--- src/rtl/fifo_pkg.sv ---
// -----------------------------------------------------------------------------
// fifo_pkg
// Shared definitions for the parametrised synchronous FIFO family.
//   FIFO_RD_STANDARD / FIFO_RD_FWFT : values for the FWFT read-mode parameter
//   clog2_depth(depth)              : bits needed to hold an occupancy 0..depth
// -----------------------------------------------------------------------------
package fifo_pkg;

    localparam int FIFO_RD_STANDARD = 32'sd0;
    localparam int FIFO_RD_FWFT     = 32'sd1;

    // Width of a counter that must represent every value from 0 up to and
    // including depth (hence depth+1 states), never less than one bit.
    function automatic int clog2_depth(input int depth);
        int w;
        w = 32'sd1;
        for (int i = 1; i < 31; i++) begin
            w = ((32'sd1 <<< i) < (depth + 32'sd1)) ? (i + 32'sd1) : w;
        end
        return w;
    endfunction

endpackage

--- src/rtl/fifo_mem_dp.sv ---
// -----------------------------------------------------------------------------
// fifo_mem_dp
// Simple dual-port storage array for the FIFO: one synchronous write port and
// one asynchronous read port. Kept separate from the control logic so the
// storage can be remapped to LUT-RAM or EBR without touching pointers/flags.
//
// Ports:
//   i_clk      write clock
//   i_wr_en    write strobe; i_wr_data is stored at i_wr_addr on the clock edge
//   i_wr_addr  write address (0..DEPTH-1)
//   i_wr_data  write data
//   i_rd_addr  read address (0..DEPTH-1)
//   o_rd_data  contents at i_rd_addr (combinational)
// -----------------------------------------------------------------------------
module fifo_mem_dp
    import fifo_pkg::*;
#(
    parameter int WIDTH  = 8,
    parameter int DEPTH  = 16,
    parameter int ADDR_W = 4
)(
    input  logic              i_clk,
    input  logic              i_wr_en,
    input  logic [ADDR_W-1:0] i_wr_addr,
    input  logic [WIDTH-1:0]  i_wr_data,
    input  logic [ADDR_W-1:0] i_rd_addr,
    output logic [WIDTH-1:0]  o_rd_data
);

    // Storage contents are don't-care after reset, so the array carries no reset.
    logic [WIDTH-1:0] r_mem [DEPTH];

    // Synchronous write port
    always_ff @(posedge i_clk) begin
        if (i_wr_en) begin
            r_mem[i_wr_addr] <= i_wr_data;
        end
    end

    assign o_rd_data = r_mem[i_rd_addr];

endmodule

--- src/rtl/sync_fifo_param.sv ---
// -----------------------------------------------------------------------------
// sync_fifo_param
// Parametrised single-clock FIFO with occupancy count, almost-full/empty
// thresholds, sticky overflow/underflow flags, synchronous flush and an
// optional first-word-fall-through read mode.
//
// Ports:
//   i_clk           rising-edge clock for all state
//   i_reset         asynchronous, active-high reset
//   i_flush         synchronous clear of contents and error flags
//   i_push          write request
//   i_data_in       write data, captured when the push is accepted
//   i_pop           read request
//   o_data_out      read data (registered in both read modes)
//   o_full          count == DEPTH
//   o_empty         count == 0
//   o_almost_full   count >= AF_LEVEL
//   o_almost_empty  count <= AE_LEVEL
//   o_count         current occupancy
//   o_overflow      sticky: a push was rejected
//   o_underflow     sticky: a pop was rejected
// -----------------------------------------------------------------------------
module sync_fifo_param
    import fifo_pkg::*;
#(
    parameter int WIDTH    = 8,
    parameter int DEPTH    = 16,
    parameter int AF_LEVEL = DEPTH - 2,
    parameter int AE_LEVEL = 1,
    parameter int FWFT     = FIFO_RD_STANDARD
)(
    input  logic                               i_clk,
    input  logic                               i_reset,
    input  logic                               i_flush,
    input  logic                               i_push,
    input  logic [WIDTH-1:0]                   i_data_in,
    input  logic                               i_pop,
    output logic [WIDTH-1:0]                   o_data_out,
    output logic                               o_full,
    output logic                               o_empty,
    output logic                               o_almost_full,
    output logic                               o_almost_empty,
    output logic [clog2_depth(DEPTH)-1:0]      o_count,
    output logic                               o_overflow,
    output logic                               o_underflow
);

    localparam int CNT_W = clog2_depth(DEPTH);
    localparam int PTR_W = (DEPTH > 1) ? $clog2(DEPTH) : 1;

    // -------------------------------------------------------------------------
    // Elaboration-time parameter legality
    // -------------------------------------------------------------------------
    generate
        if (!((WIDTH >= 1) && (DEPTH >= 2) &&
              (AE_LEVEL > 0) && (AE_LEVEL < AF_LEVEL) && (AF_LEVEL <= DEPTH) &&
              ((FWFT == FIFO_RD_STANDARD) || (FWFT == FIFO_RD_FWFT)))) begin : g_bad_params
            $error("sync_fifo_param: illegal parameters (need WIDTH>=1, DEPTH>=2, 0<AE_LEVEL<AF_LEVEL<=DEPTH, FWFT in {0,1})");
        end
    endgenerate

    // Pointer increment with explicit wrap so non-power-of-two depths work.
    function automatic logic [PTR_W-1:0] ptr_inc(input logic [PTR_W-1:0] p);
        logic [PTR_W-1:0] n;
        if (p == PTR_W'(DEPTH - 1)) begin
            n = {PTR_W{1'b0}};
        end else begin
            n = p + PTR_W'(1'b1);
        end
        return n;
    endfunction

    // -------------------------------------------------------------------------
    // State
    // -------------------------------------------------------------------------
    logic [PTR_W-1:0] r_wr_ptr;
    logic [PTR_W-1:0] r_rd_ptr;
    logic [CNT_W-1:0] r_count;
    logic [WIDTH-1:0] r_data_out;
    logic             r_overflow;
    logic             r_underflow;

    // -------------------------------------------------------------------------
    // Combinational control
    // -------------------------------------------------------------------------
    logic             w_full;
    logic             w_empty;
    logic             w_pop_acc;
    logic             w_push_acc;
    logic             w_mem_we;
    logic [PTR_W-1:0] w_wr_ptr_next;
    logic [PTR_W-1:0] w_rd_ptr_next;
    logic [CNT_W-1:0] w_count_next;
    logic [PTR_W-1:0] w_rd_addr;
    logic [WIDTH-1:0] w_mem_rdata;
    logic [WIDTH-1:0] w_fwft_data;

    // Acceptance decode, next pointers and next occupancy
    always_comb begin
        w_full     = (r_count == CNT_W'(DEPTH));
        w_empty    = (r_count == {CNT_W{1'b0}});
        // A same-cycle push never rescues a pop on empty.
        w_pop_acc  = i_pop & ~w_empty;
        // At full a push still fits when a pop frees a slot on the same edge.
        w_push_acc = i_push & (~w_full | w_pop_acc);
        w_mem_we   = w_push_acc & ~i_flush;

        if (w_push_acc) begin
            w_wr_ptr_next = ptr_inc(r_wr_ptr);
        end else begin
            w_wr_ptr_next = r_wr_ptr;
        end

        if (w_pop_acc) begin
            w_rd_ptr_next = ptr_inc(r_rd_ptr);
        end else begin
            w_rd_ptr_next = r_rd_ptr;
        end

        case ({w_push_acc, w_pop_acc})
            2'b10:   w_count_next = r_count + CNT_W'(1'b1);
            2'b01:   w_count_next = r_count - CNT_W'(1'b1);
            default: w_count_next = r_count;
        endcase
    end

    // Read address and prefetched head word for FWFT mode
    always_comb begin
        // FWFT registers the word that will be at the head after this edge,
        // so the memory is addressed by the next read pointer.
        if (FWFT == FIFO_RD_FWFT) begin
            w_rd_addr = w_rd_ptr_next;
        end else begin
            w_rd_addr = r_rd_ptr;
        end

        // When the next head slot is the one being written on this same edge
        // the array does not hold it yet, so take it straight from the input.
        if (w_count_next == {CNT_W{1'b0}}) begin
            w_fwft_data = {WIDTH{1'b0}};
        end else if (w_push_acc && (w_rd_ptr_next == r_wr_ptr)) begin
            w_fwft_data = i_data_in;
        end else begin
            w_fwft_data = w_mem_rdata;
        end
    end

    // -------------------------------------------------------------------------
    // Storage
    // -------------------------------------------------------------------------
    fifo_mem_dp #(
        .WIDTH  (WIDTH),
        .DEPTH  (DEPTH),
        .ADDR_W (PTR_W)
    ) u_mem (
        .i_clk     (i_clk),
        .i_wr_en   (w_mem_we),
        .i_wr_addr (r_wr_ptr),
        .i_wr_data (i_data_in),
        .i_rd_addr (w_rd_addr),
        .o_rd_data (w_mem_rdata)
    );

    // Pointers, occupancy and sticky error flags
    always_ff @(posedge i_clk or posedge i_reset) begin
        if (i_reset) begin
            r_wr_ptr    <= {PTR_W{1'b0}};
            r_rd_ptr    <= {PTR_W{1'b0}};
            r_count     <= {CNT_W{1'b0}};
            r_overflow  <= 1'b0;
            r_underflow <= 1'b0;
        end else if (i_flush) begin
            r_wr_ptr    <= {PTR_W{1'b0}};
            r_rd_ptr    <= {PTR_W{1'b0}};
            r_count     <= {CNT_W{1'b0}};
            r_overflow  <= 1'b0;
            r_underflow <= 1'b0;
        end else begin
            r_wr_ptr    <= w_wr_ptr_next;
            r_rd_ptr    <= w_rd_ptr_next;
            r_count     <= w_count_next;
            r_overflow  <= r_overflow  | (i_push & ~w_push_acc);
            r_underflow <= r_underflow | (i_pop  & ~w_pop_acc);
        end
    end

    // Output data register: read-on-pop in standard mode, head word in FWFT mode
    always_ff @(posedge i_clk or posedge i_reset) begin
        if (i_reset) begin
            r_data_out <= {WIDTH{1'b0}};
        end else if (i_flush) begin
            r_data_out <= {WIDTH{1'b0}};
        end else if (FWFT == FIFO_RD_FWFT) begin
            r_data_out <= w_fwft_data;
        end else if (w_pop_acc) begin
            r_data_out <= w_mem_rdata;
        end else begin
            r_data_out <= r_data_out;
        end
    end

    // -------------------------------------------------------------------------
    // Outputs: status flags decode the registered count
    // -------------------------------------------------------------------------
    assign o_data_out     = r_data_out;
    assign o_count        = r_count;
    assign o_full         = w_full;
    assign o_empty        = w_empty;
    assign o_almost_full  = (r_count >= CNT_W'(AF_LEVEL));
    assign o_almost_empty = (r_count <= CNT_W'(AE_LEVEL));
    assign o_overflow     = r_overflow;
    assign o_underflow    = r_underflow;

endmodule

--- config.mk ---
export PLATFORM = sky130hd
export DESIGN_NAME = sync_fifo_param
export DESIGN_NICKNAME = d
export VERILOG_FILES = /design/src/rtl/fifo_pkg.sv /design/src/rtl/fifo_mem_dp.sv /design/src/rtl/sync_fifo_param.sv
export SDC_FILE = /design/constraint.sdc
export NUM_CORES = 1
export LEC_CHECK = 0
export ABC_CLOCK_PERIOD_IN_PS = 2620
export CORE_UTILIZATION = 35
export CTS_BUF_LIST = sky130_fd_sc_hd__clkbuf_8
export CTS_CLUSTER_SIZE = 24
export DETAILED_ROUTE_END_ITERATION = 8
export SLEW_MARGIN = 20
export SYNTH_ARGS = -nofsm -noshare
export SYNTH_HDL_FRONTEND = slang
export SYNTH_SLANG_ARGS = --single-unit
--- constraint.sdc ---
create_clock -name i_clk -period 2.62 [get_ports i_clk]
set_clock_uncertainty 0.2 [all_clocks]
set_input_delay 0.524 -clock i_clk [delete_from_list [all_inputs] [get_ports i_clk]]
set_output_delay 0.524 -clock i_clk [all_outputs]
set_load 0.01 [all_outputs]
### Word level (Yosys, flattened, before mapping)

Memory sizes are Yosys's and may differ from the RTL's.
Cells that the tools add are included.

| storage, ports and cells | value |
|---|---|
| register bits | 23 |
| latch bits | 0 |
| RAM bits | 128 |
| ROM bits | 0 |
| bits of input ports | 13 |
| output and inout bits | 19 |
| logic and storage cells | 49 |
| memories kept | 1 |

| cells by class | value |
|---|---|
| add/sub/neg operators | 4 |
| multipliers | 0 |
| div/mod/pow operators | 0 |
| $lt $le $gt $ge | 2 |
| equal/unequal tests | 5 |
| shift-type cells | 0 |
| multiplexer cells | 14 |
| bitwise operators | 13 |
| reduce and logical (&&, ||, !) cells | 4 |

Memories:

| name | depth | width | rd ports | clocked after Yosys merged registers in | wr ports | line | source |
|---|---|---|---|---|---|---|---|
| u_mem.r_mem | 16 | 8 | 1 | 0 | 1 | fifo_mem_dp.sv:31 | `logic [WIDTH-1:0] r_mem [DEPTH];` |

Operator list:

| operator | number |
|---|---|
| 2-to-1 mux 4 bit | 6 |
| 2-to-1 mux 8 bit | 2 |
| case mux 5 bit (2 select lines) | 1 |
| adder 4 x 1 -> 4 bit (second input constant) | 2 |
| equality test 4 bit (second input constant) | 2 |
| adder 5 x 1 -> 5 bit (second input constant) | 1 |
| bitwise AND 1 bit | 5 |
| equality test 5 bit (second input constant) | 1 |
| >= comparator 5 x 4 -> 1 bit (second input constant) | 1 |
| less-or-equal comparator 5 x 1 -> 1 bit (second input constant) | 1 |
| logical NOT 5 bit | 1 |
| 2-to-1 mux 5 bit | 1 |
| NOT 1 bit | 5 |
| subtractor 5 x 1 -> 5 bit (second input constant) | 1 |
| 2-to-1 mux 1 bit | 4 |
| nonzero test 2 bit | 2 |
| OR 1 bit | 3 |
| nonzero test 3 bit | 1 |
| equality test 2 x 1 -> 1 bit (second input constant) | 1 |
| equality test 2 bit (second input constant) | 1 |

### Logic depth before layout (Yosys ltp)

Gate-level depths: netlist (run 1).

| logic depth | value |
|---|---|
| depth after elaboration | 9 |
| depth in mapped cells | 8 |

### By module

A second synthesis (run 1) with hierarchy kept.

| second synthesis, totals | value |
|---|---|
| cells, all modules | 357 |
| area, all modules | 6284.8 µm² |

Modules (own cells, without submodules):

| module | times used | cells each | area an instance (µm²) | sequential area each (µm²) |
|---|---|---|---|---|
| fifo_mem_dp | 1 | 221 | 4987.3 | 3843.7 |
| sync_fifo_param | 1 | 136 | 1297.5 | 575.6 |

### Worst setup path before layout (run 1)

OpenSTA, ideal clock, no wires.

| timing path | value |
|---|---|
| path type | register to register |
| start point | reg r_count[0] (netlist: o_count[0]) |
| end point | mem u_mem.r_mem[3][0] (enable) |
| library setup time | 383 ps |
| arrival | 1843 ps |
| required time | 2037 ps |
| slack | 193 ps |
| cell stages (with the launch flop) | 7 |
| buffers on the path | 0 |
| period minus slack after synthesis | 2427 ps |
| cells stage by stage | dfrtp_1 > inv_1 > ha_1 > nand4bb_1 > o211a_1 > nand2_1 > nor3_1 |

| on the way | value |
|---|---|
| longest elaborated chain between the ends | 8 |

RTL lines:

| item | line | source |
|---|---|---|
| start: declaration | sync_fifo_param.sv:78 | `logic [CNT_W-1:0] r_count;` |
| start signal: assignment | sync_fifo_param.sv:169 | `r_count <= {CNT_W{1'b0}};` |
| start signal: assignment | sync_fifo_param.sv:175 | `r_count <= {CNT_W{1'b0}};` |
| start signal: assignment | sync_fifo_param.sv:181 | `r_count <= w_count_next;` |
| logical NOT 5 bit | sync_fifo_param.sv:101 | `w_empty = (r_count == {CNT_W{1'b0}});` |
| NOT 1 bit | sync_fifo_param.sv:103 | `w_pop_acc = i_pop & ~w_empty;` |
| bitwise AND 1 bit | sync_fifo_param.sv:103 |  |
| OR 1 bit * | sync_fifo_param.sv:105 | `w_push_acc = i_push & (~w_full \| w_pop_acc);` |
| bitwise AND 1 bit * | sync_fifo_param.sv:105 |  |
| bitwise AND 1 bit * | sync_fifo_param.sv:106 | `w_mem_we = w_push_acc & ~i_flush;` |
| 2-to-1 mux 1 bit * | fifo_mem_dp.sv:35 | `if (i_wr_en) begin` |
| 2-to-1 mux 1 bit (implied by the code) * | fifo_mem_dp.sv:36 | `r_mem[i_wr_addr] <= i_wr_data;` |
| end: declaration | fifo_mem_dp.sv:31 |  |

Mark *: on every way between the ends. The rest lies on a longest branch, timed or not.

### Worst setup path in the final report (run 1)

| timing path | value |
|---|---|
| start point | reg r_count[1] (netlist: o_count[1]) |
| end point | out o_empty |

| on the way | value |
|---|---|
| longest elaborated chain between the ends | 1 |

RTL lines:

| item | line | source |
|---|---|---|
| logical NOT 5 bit | sync_fifo_param.sv:101 |  |
| end: declaration | sync_fifo_param.sv:40 | `output logic o_empty,` |

No other way between the ends.

==> results of run 1 <==
[what timing repair did]
| action | CTS | global route |
|---|---|---|
| resized for setup | 12 | 1 |
| setup endpoints to repair | 4 | 1 |
| cloned | 0 | 0 |
| pin swaps | 1 | 0 |
| setup buffers | 1 | 0 |
[cells in the final DEF, fill, tap and decap left out, types with 2 or more instances in the layout]
master           instances
a211oi_1                 2
a21oi_1                  9
a221oi_1                 8
a31oi_1                  3
buf_4                   36
bufinv_16                3
clkbuf_8                17
clkdlybuf4s50_1         27
clkinv_1                 6
clkinv_2                 3
clkinv_4                 2
dfrtp_1                 23
dlygate4sd2_1            3
edfxtp_1               128
ha_1                     9
inv_1                   11
mux2i_1                 17
mux4_2                  32
nand2_1                 15
nand2b_1                 3
nand3_1                  3
nor2_1                  23
nor2b_1                  2
nor3_1                   6
o211a_1                  2
o211ai_1                 2
o21ai_0                 14
xnor2_1                  2
xor2_1                   4
[worst max-delay path, delay by kind of cell, from the launching register on]
| family | cells | cell delay (ps) |
|---|---|---|
| fa+ha+maj | 1 | 160 |
| buf+inv | 3 | 340 |
| flops | 1 | 380 |
| simple gates | 1 | 490 |
[stage by stage]
step	setup slack, ps	area (µm²)
floorplan	193	6260
global placement	126	7040
detailed placement	60.5	7040
CTS	43.8	7430
global route	7.40	7440
finish	95.0	7440
[power by group]
part	internal [mW]	switching (mW)	leakage, nW
clock	0.909	0.801	0.201
combinational	0.683	0.744	0.858
sequential	2.71	0.0637	1.46
total	4.30	1.61	2.52
[cells by family (layout without fill, tap and decap cells)]
kind of cell,Yosys count,count (layout),share of synthesized area
muxes,50,50,0.144
AOI/OAI and AO/OA,48,48,0.0518
buffers and inverters,28,110,0.0214
and+or+nand+nor,62,62,0.0484
DFF,151,151,0.706
adders and majority gates,10,10,0.0200
xor gates and xnor gates,6,6,0.00839
[sequential cells by signal, indices dropped and copies added, names as in the netlist]
| signal | count |
|---|---|
| o_underflow | 1 |
| o_overflow | 1 |
| o_data_out | 8 |
| r_rd_ptr | 4 |
| r_wr_ptr | 4 |
| o_count | 5 |
| u_mem.r_mem | 128 |
[final cells by class]
| cell class | count | area, µm² |
|---|---|---|
| timing repair buffer | 68 | 592 |
| multi-input combinational | 176 | 1730 |
| tap | 225 | 282 |
| inverter | 10 | 42.5 |
| fill | 1518 | 9910 |
| clock buffer | 17 | 234 |
| sequential | 151 | 4420 |
| clock inverter | 15 | 144 |
[path summary, 6_finish.rpt]
path,to,cells after the start,startpoint
worst max-delay path,o_empty,5,o_count[1]$_DFFE_PP0P_
worst min-delay path,o_count[3]$_DFFE_PP0P_,3,i_reset
worst max register to register,o_data_out[6]$_DFFE_PP0P_,7,o_count[1]$_DFFE_PP0P_
worst min register to register,o_overflow$_DFF_PP0_,2,o_overflow$_DFF_PP0_
max in group asynchronous,o_data_out[5]$_DFFE_PP0P_,3,i_reset
min in group i_clk,o_overflow$_DFF_PP0_,2,o_overflow$_DFF_PP0_
[routing by layer]
layer  global-route usage  wire length (µm)
met1                0.214              6000
met2                0.237              6190
met3               0.0337               615
met4               0.0774               286
met5                    0                 0
==> results by group, run 1 <==
Status
  • Status: complete, no violations

Global routing
  • First-pass GRT wire length: 20.3 mm
  • Initial antenna violation count: 0
  • Total global-route track usage: 0.157
  • Grt ovf: 0
  • Largest net degree at the start of global routing: 36
  • Vias in the first global route: 3501

Clocking
  • Root Driver: clkbuf_8
  • Clk pin slew, worst setup/hold paths: 80 ps
  • Num CTS Buffers: 17
  • H-tree depth: 4
  • CTS tree: yes
  • Clk buf depth: 2
  • Clock Latency Late Sink: 450 ps
  • Clock sink count: 151
  • Hold buffers post-CTS: 0

STA
  • Worst-Margin Slew: 711 ps
  • Hold violation count in the final report: 0
  • Final setup violation count: 0
  • Minimum clock period: 2530 ps
  • Tcrit/Tclk final: 0.964
  • Max_slew headroom: 0.525
  • Final Max Tran Viols: 0
  • WHS: 217 ps
  • Fmax: 0.396 GHz
  • Unrepaired setup endpoints after global routing: false
  • Final TNS setup: 0 ps

Worst setup path
  • WS Path Type: reg -> out
  • Crit path cell chain: inv_1 -> ha_4 -> or4b_4 -> clkinv_4 -> buf_2
  • FF-to-FF setup slack: 420 ps
  • CP Max Fanout: 7
  • CP startpoint kind: register
  • Critical path's slowest cell: or4b_4
  • CP max stage delay: 490 ps
  • Crit path DAT: 1800 ps
  • Critical path endpoint category: output port
  • WP data required: 1900 ps

Pwr
  • P_leak: 2.52 nW
  • Power per cell area: 794 nW/µm²
  • Overall power: 5.91 mW
  • Peak VDD IR: 0.416 mV

Min path
  • Hold Path Class: in -> async

Synthesis
  • Yosys warning count: 0
  • Sequential area share after synthesis: 0.706
  • Synth Instances: 355
  • Yosys reg bits: 151
  • Count of different cell masters after synthesis: 45
  • Library cell with the largest summed area after synthesis: edfxtp_1
  • Dominant cells by area after synthesis: edfxtp_1 (61%), mux4_2 (12%), dfrtp_1 (9.2%), mux2i_1 (2.7%), ha_1 (2.0%)
  • Async S/R FF share, synth: 0.152
  • Count leader, synth: edfxtp_1
  • Synth Area per Inst: 17.6 µm²
  • Share of Yosys cell area claimed by the top area cell type: 0.614
  • Synth cell count leaders: edfxtp_1 (128), mux4_2 (32), nor2_1 (24)
  • Net count after synthesis: 378
  • Dominant synthesized flop cell: edfxtp_1
  • Number of synthesized flops with an enable pin: 128
  • Synthesized area: 6260 µm²

Cells and area
  • Final Util: 0.429
  • Share of cells above drive strength 1: 0.229
  • # diodes: 0
  • Finished Layout Cells: 662
  • Area delta synth->final: 18.9%
  • Nets: 447

Die
  • Starting Density: 0.361
  • Placement row count: 48
  • IO Pins: 32
  • DIE AREA: 18400 µm²
  • CORE AREA: 17400 µm²
  • Die width: 136 µm
  • Die Y-Extent: 136 µm

Place
  • Dpl cells: 629
  • Detailed Place HPWL: 8.50 mm
  • RD Place Congestion: 0.822
  • Port Buffers: 31

Drt
  • Wire per inst: 19.8 µm
  • Antenna Nets Post-Route: 0
  • DRC: 0
  • Vias: 3365
  • Drt pass-1 iters: 4
  • Vias per inst: 5.08
  • DRT iter0 DRCs: 218
  • Detailed Route WL: 13.1 mm

Job
  • Max-cap violations: 0
Power figures use the tool's default switching activity.
==> run 2, diff against run 1 <==
--- a/config.mk
+++ b/config.mk
@@ -5,7 +5,7 @@
 export SDC_FILE = /design/constraint.sdc
 export NUM_CORES = 1
 export LEC_CHECK = 0
-export ABC_CLOCK_PERIOD_IN_PS = 2620
+export ABC_CLOCK_PERIOD_IN_PS = 2850
 export CORE_UTILIZATION = 35
 export CTS_BUF_LIST = sky130_fd_sc_hd__clkbuf_8
 export CTS_CLUSTER_SIZE = 24
==> constraint.sdc (replaced) <==
create_clock -name i_clk -period 2.85 [get_ports i_clk]
set_clock_uncertainty 0.2 [all_clocks]
set_input_delay 0.57 -clock i_clk [delete_from_list [all_inputs] [get_ports i_clk]]
set_output_delay 0.57 -clock i_clk [all_outputs]
set_load 0.01 [all_outputs]
==> results by group, run 2 (same netlist as run 1, synthesis figures left out) <==
Clocking
  • Root Driver: clkbuf_8
  • Clk buf depth: 2 (unchanged)
  • Num CTS Buffers: 17 (unchanged)
  • Clock Latency Late Sink: 460 ps (about the same)
  • Clk pin slew, worst setup/hold paths: 90 ps (about the same)
  • H-tree depth: 4 (unchanged)
  • CTS tree: yes
  • Clock sink count: 151 (unchanged)
  • Hold buffers post-CTS: 0 (unchanged)

Cells and area
  • Most common library cell in the layout ignoring fill and taps: edfxtp_1
  • Most frequent cells in the layout: edfxtp_1 (128), buf_4 (33), mux4_2 (32)
  • # diodes: 0 (unchanged)
  • Finished Layout Cells: 657 (-0.76%)
  • Max FFs per register: 128 (unchanged)
  • Nets: 443 (-0.89%)
  • Reg with most FFs: u_mem.r_mem
  • Area delta synth->final: 18.3%
  • Final Util: 0.427 (-0.00209)
  • Share of cells above drive strength 1: 0.234 (+0.00496)

Place
  • RD Place Congestion: 0.811 (-1.3%)
  • Port Buffers: 31 (unchanged)
  • Setup WS pre-CTS: 176 ps (+115 ps)
  • Detailed Place HPWL: 8.62 mm (+1.4%)
  • Dpl cells: 626 (-0.48%)

Drt
  • Antenna Nets Post-Route: 0 (unchanged)
  • Detailed Route WL: 13.0 mm (-0.54%)
  • Vias per inst: 5.19 (+2.1%)
  • Vias: 3410 (+1.3%)
  • Drt pass-1 iters: 4 (unchanged)
  • DRC: 0 (unchanged)
  • Wire per inst: 19.8 µm (+0.21%)
  • DRT iter0 DRCs: 247 (+13%)

Worst setup path
  • Critical path endpoint category: output port
  • Worst path bufs/invs: 3 (unchanged)
  • Crit path DAT: 1980 ps (+180 ps)
  • Capturing point of the worst reg2reg path: o_data_out[4]$_DFFE_PP0P_
  • Levels on crit path: 5 (unchanged)
  • Crit path cell chain: inv_2 -> ha_4 -> or4b_4 -> clkinv_2 -> dlygate4sd2_1
  • Critical path's slowest cell: or4b_4
  • CP startpoint kind: register
  • Reg2reg path depth: 7 (unchanged)
  • Critical path's top delay family: buffers and inverters
  • WS Path Type: reg -> out
  • CP max stage delay: 480 ps (about the same)
  • RR Startpoint: o_count[0]$_DFFE_PP0P_
  • CP Max Fanout: 7 (unchanged)
  • WP data required: 2080 ps (+180 ps)
  • FF-to-FF setup slack: 620 ps (+200 ps)

Global routing
  • Vias in the first global route: 3412 (-2.5%)
  • Largest net degree at the start of global routing: 24 (-33%)
  • Total global-route track usage: 0.154 (-0.00238)
  • Met1 Use GR: 0.209 (-0.00430)
  • Initial antenna violation count: 0 (unchanged)
  • Global routing usage on met3: 0.0385 (+0.00486)
  • First-pass GRT wire length: 20.1 mm (-1.1%)
  • GR Util met2: 0.238 (+0.000850)
  • Grt ovf: 0 (unchanged)
  • Global routing's busiest layer: met2

Die
  • Starting Density: 0.361 (unchanged)
  • DIE AREA: 18400 µm² (unchanged)
  • Die Y-Extent: 136 µm (unchanged)
  • Placement row count: 48 (unchanged)
  • IO Pins: 32 (unchanged)
  • CORE AREA: 17400 µm² (unchanged)
  • Die width: 136 µm (unchanged)

Pwr
  • P_leak: 2.47 nW (-1.9%)
  • Peak VDD IR: 0.492 mV (+18%)
  • Power per cell area: 729 nW/µm² (-8.2%)

Job
  • Max-cap violations: 0 (unchanged)

STA
  • Final Max Tran Viols: 0 (unchanged)
  • Hold violation count in the final report: 0 (unchanged)
  • Minimum clock period: 2750 ps
  • Worst-Margin Slew: 697 ps (-13.7 ps)
  • Max_slew headroom: 0.534 (+0.00917)
  • Unrepaired setup endpoints after global routing: false
  • Fmax: 0.363 GHz
  • Fin worst setup slack: 95.5 ps (+0.533 ps)
  • Final setup violation count: 0 (unchanged)
  • Tcrit/Tclk final: 0.966

Min path
  • Hold Path Class: in -> async

Status
  • Status: complete, no violations
run 2: changes by cell type in the layout (fill, tap and decap cells not counted), sizes merged:
cell,previous run,this run
inv,11,12
dlygate4sd2,3,1
clkinv,11,6
buf,38,33
clkinvlp,0,4
bufinv,3,2
clkdlybuf4s50,27,30
run 2: worst max-delay path by stage:
stage	from	to	slack, ps
floorplan	o_count[0]$_DFFE_PP0P_	u_mem.r_mem[3][0]$_DFFE_PP_	420
global placement	o_count[0]$_DFFE_PP0P_	o_empty	240
detailed placement	o_count[0]$_DFFE_PP0P_	o_empty	180
CTS	o_count[1]$_DFFE_PP0P_	o_full	-2
global route	o_count[0]$_DFFE_PP0P_	o_empty	2
finish	o_count[0]$_DFFE_PP0P_	o_empty	100
run 2: final cells by class:
type                       instances  area (µm²)
clock inverter                    14         138
multi-input combinational        176        1740
inverter                          10        38.8
timing repair buffer              64         557
tap                              225         282
sequential                       151        4420
clock buffer                      17         234
fill                            1484        9950
run 2: worst reg2reg max path: stages, from the launching register on:
cell and delay (ps):
dfrtp_1 390, inv_2 120, ha_4 180, or4b_4 480, buf_4 180, nand2_1 110
nor2_1 140, a221oi_1 360
run 2: metal layers:
metal / part of all wire / up-vias
met2: 0.49 / 83
met4: 0.012 / 0
met1: 0.45 / 1782
li1: - / 1533
met3: 0.053 / 12
met5: 0 / -
run 2: metrics by stage:
step / TNS, ps / total power [mW] / hold slack (ps) / area, µm²
2_1_floorplan: 0 / 3.36 / 328 / 6260
3_3_place_gp: 0 / 3.86 / 276 / 7000
3_5_place_dp: 0 / 3.88 / 285 / 7000
4_1_cts: -1.76 / 5.43 / 250 / 7380
5_1_grt: 0 / 5.65 / 284 / 7410
6_report: 0 / 5.40 / 259 / 7410
run 2: report_power, final:
| part | internal (mW) | switching, mW | total (mW) | leakage (nW) |
|---|---|---|---|---|
| logic | 0.629 | 0.673 | 1.30 | 0.827 |
| registers | 2.49 | 0.0631 | 2.55 | 1.46 |
| clock network | 0.762 | 0.780 | 1.54 | 0.184 |
| total | 3.88 | 1.52 | 5.40 | 2.47 |
run 2: repair_timing:
item | in CTS | in global routing
resized for setup | 4 | 3
hold endpoints to repair | 0 | 0
setup endpoints to repair | 2 | 2
buffers inserted | 0 | 0
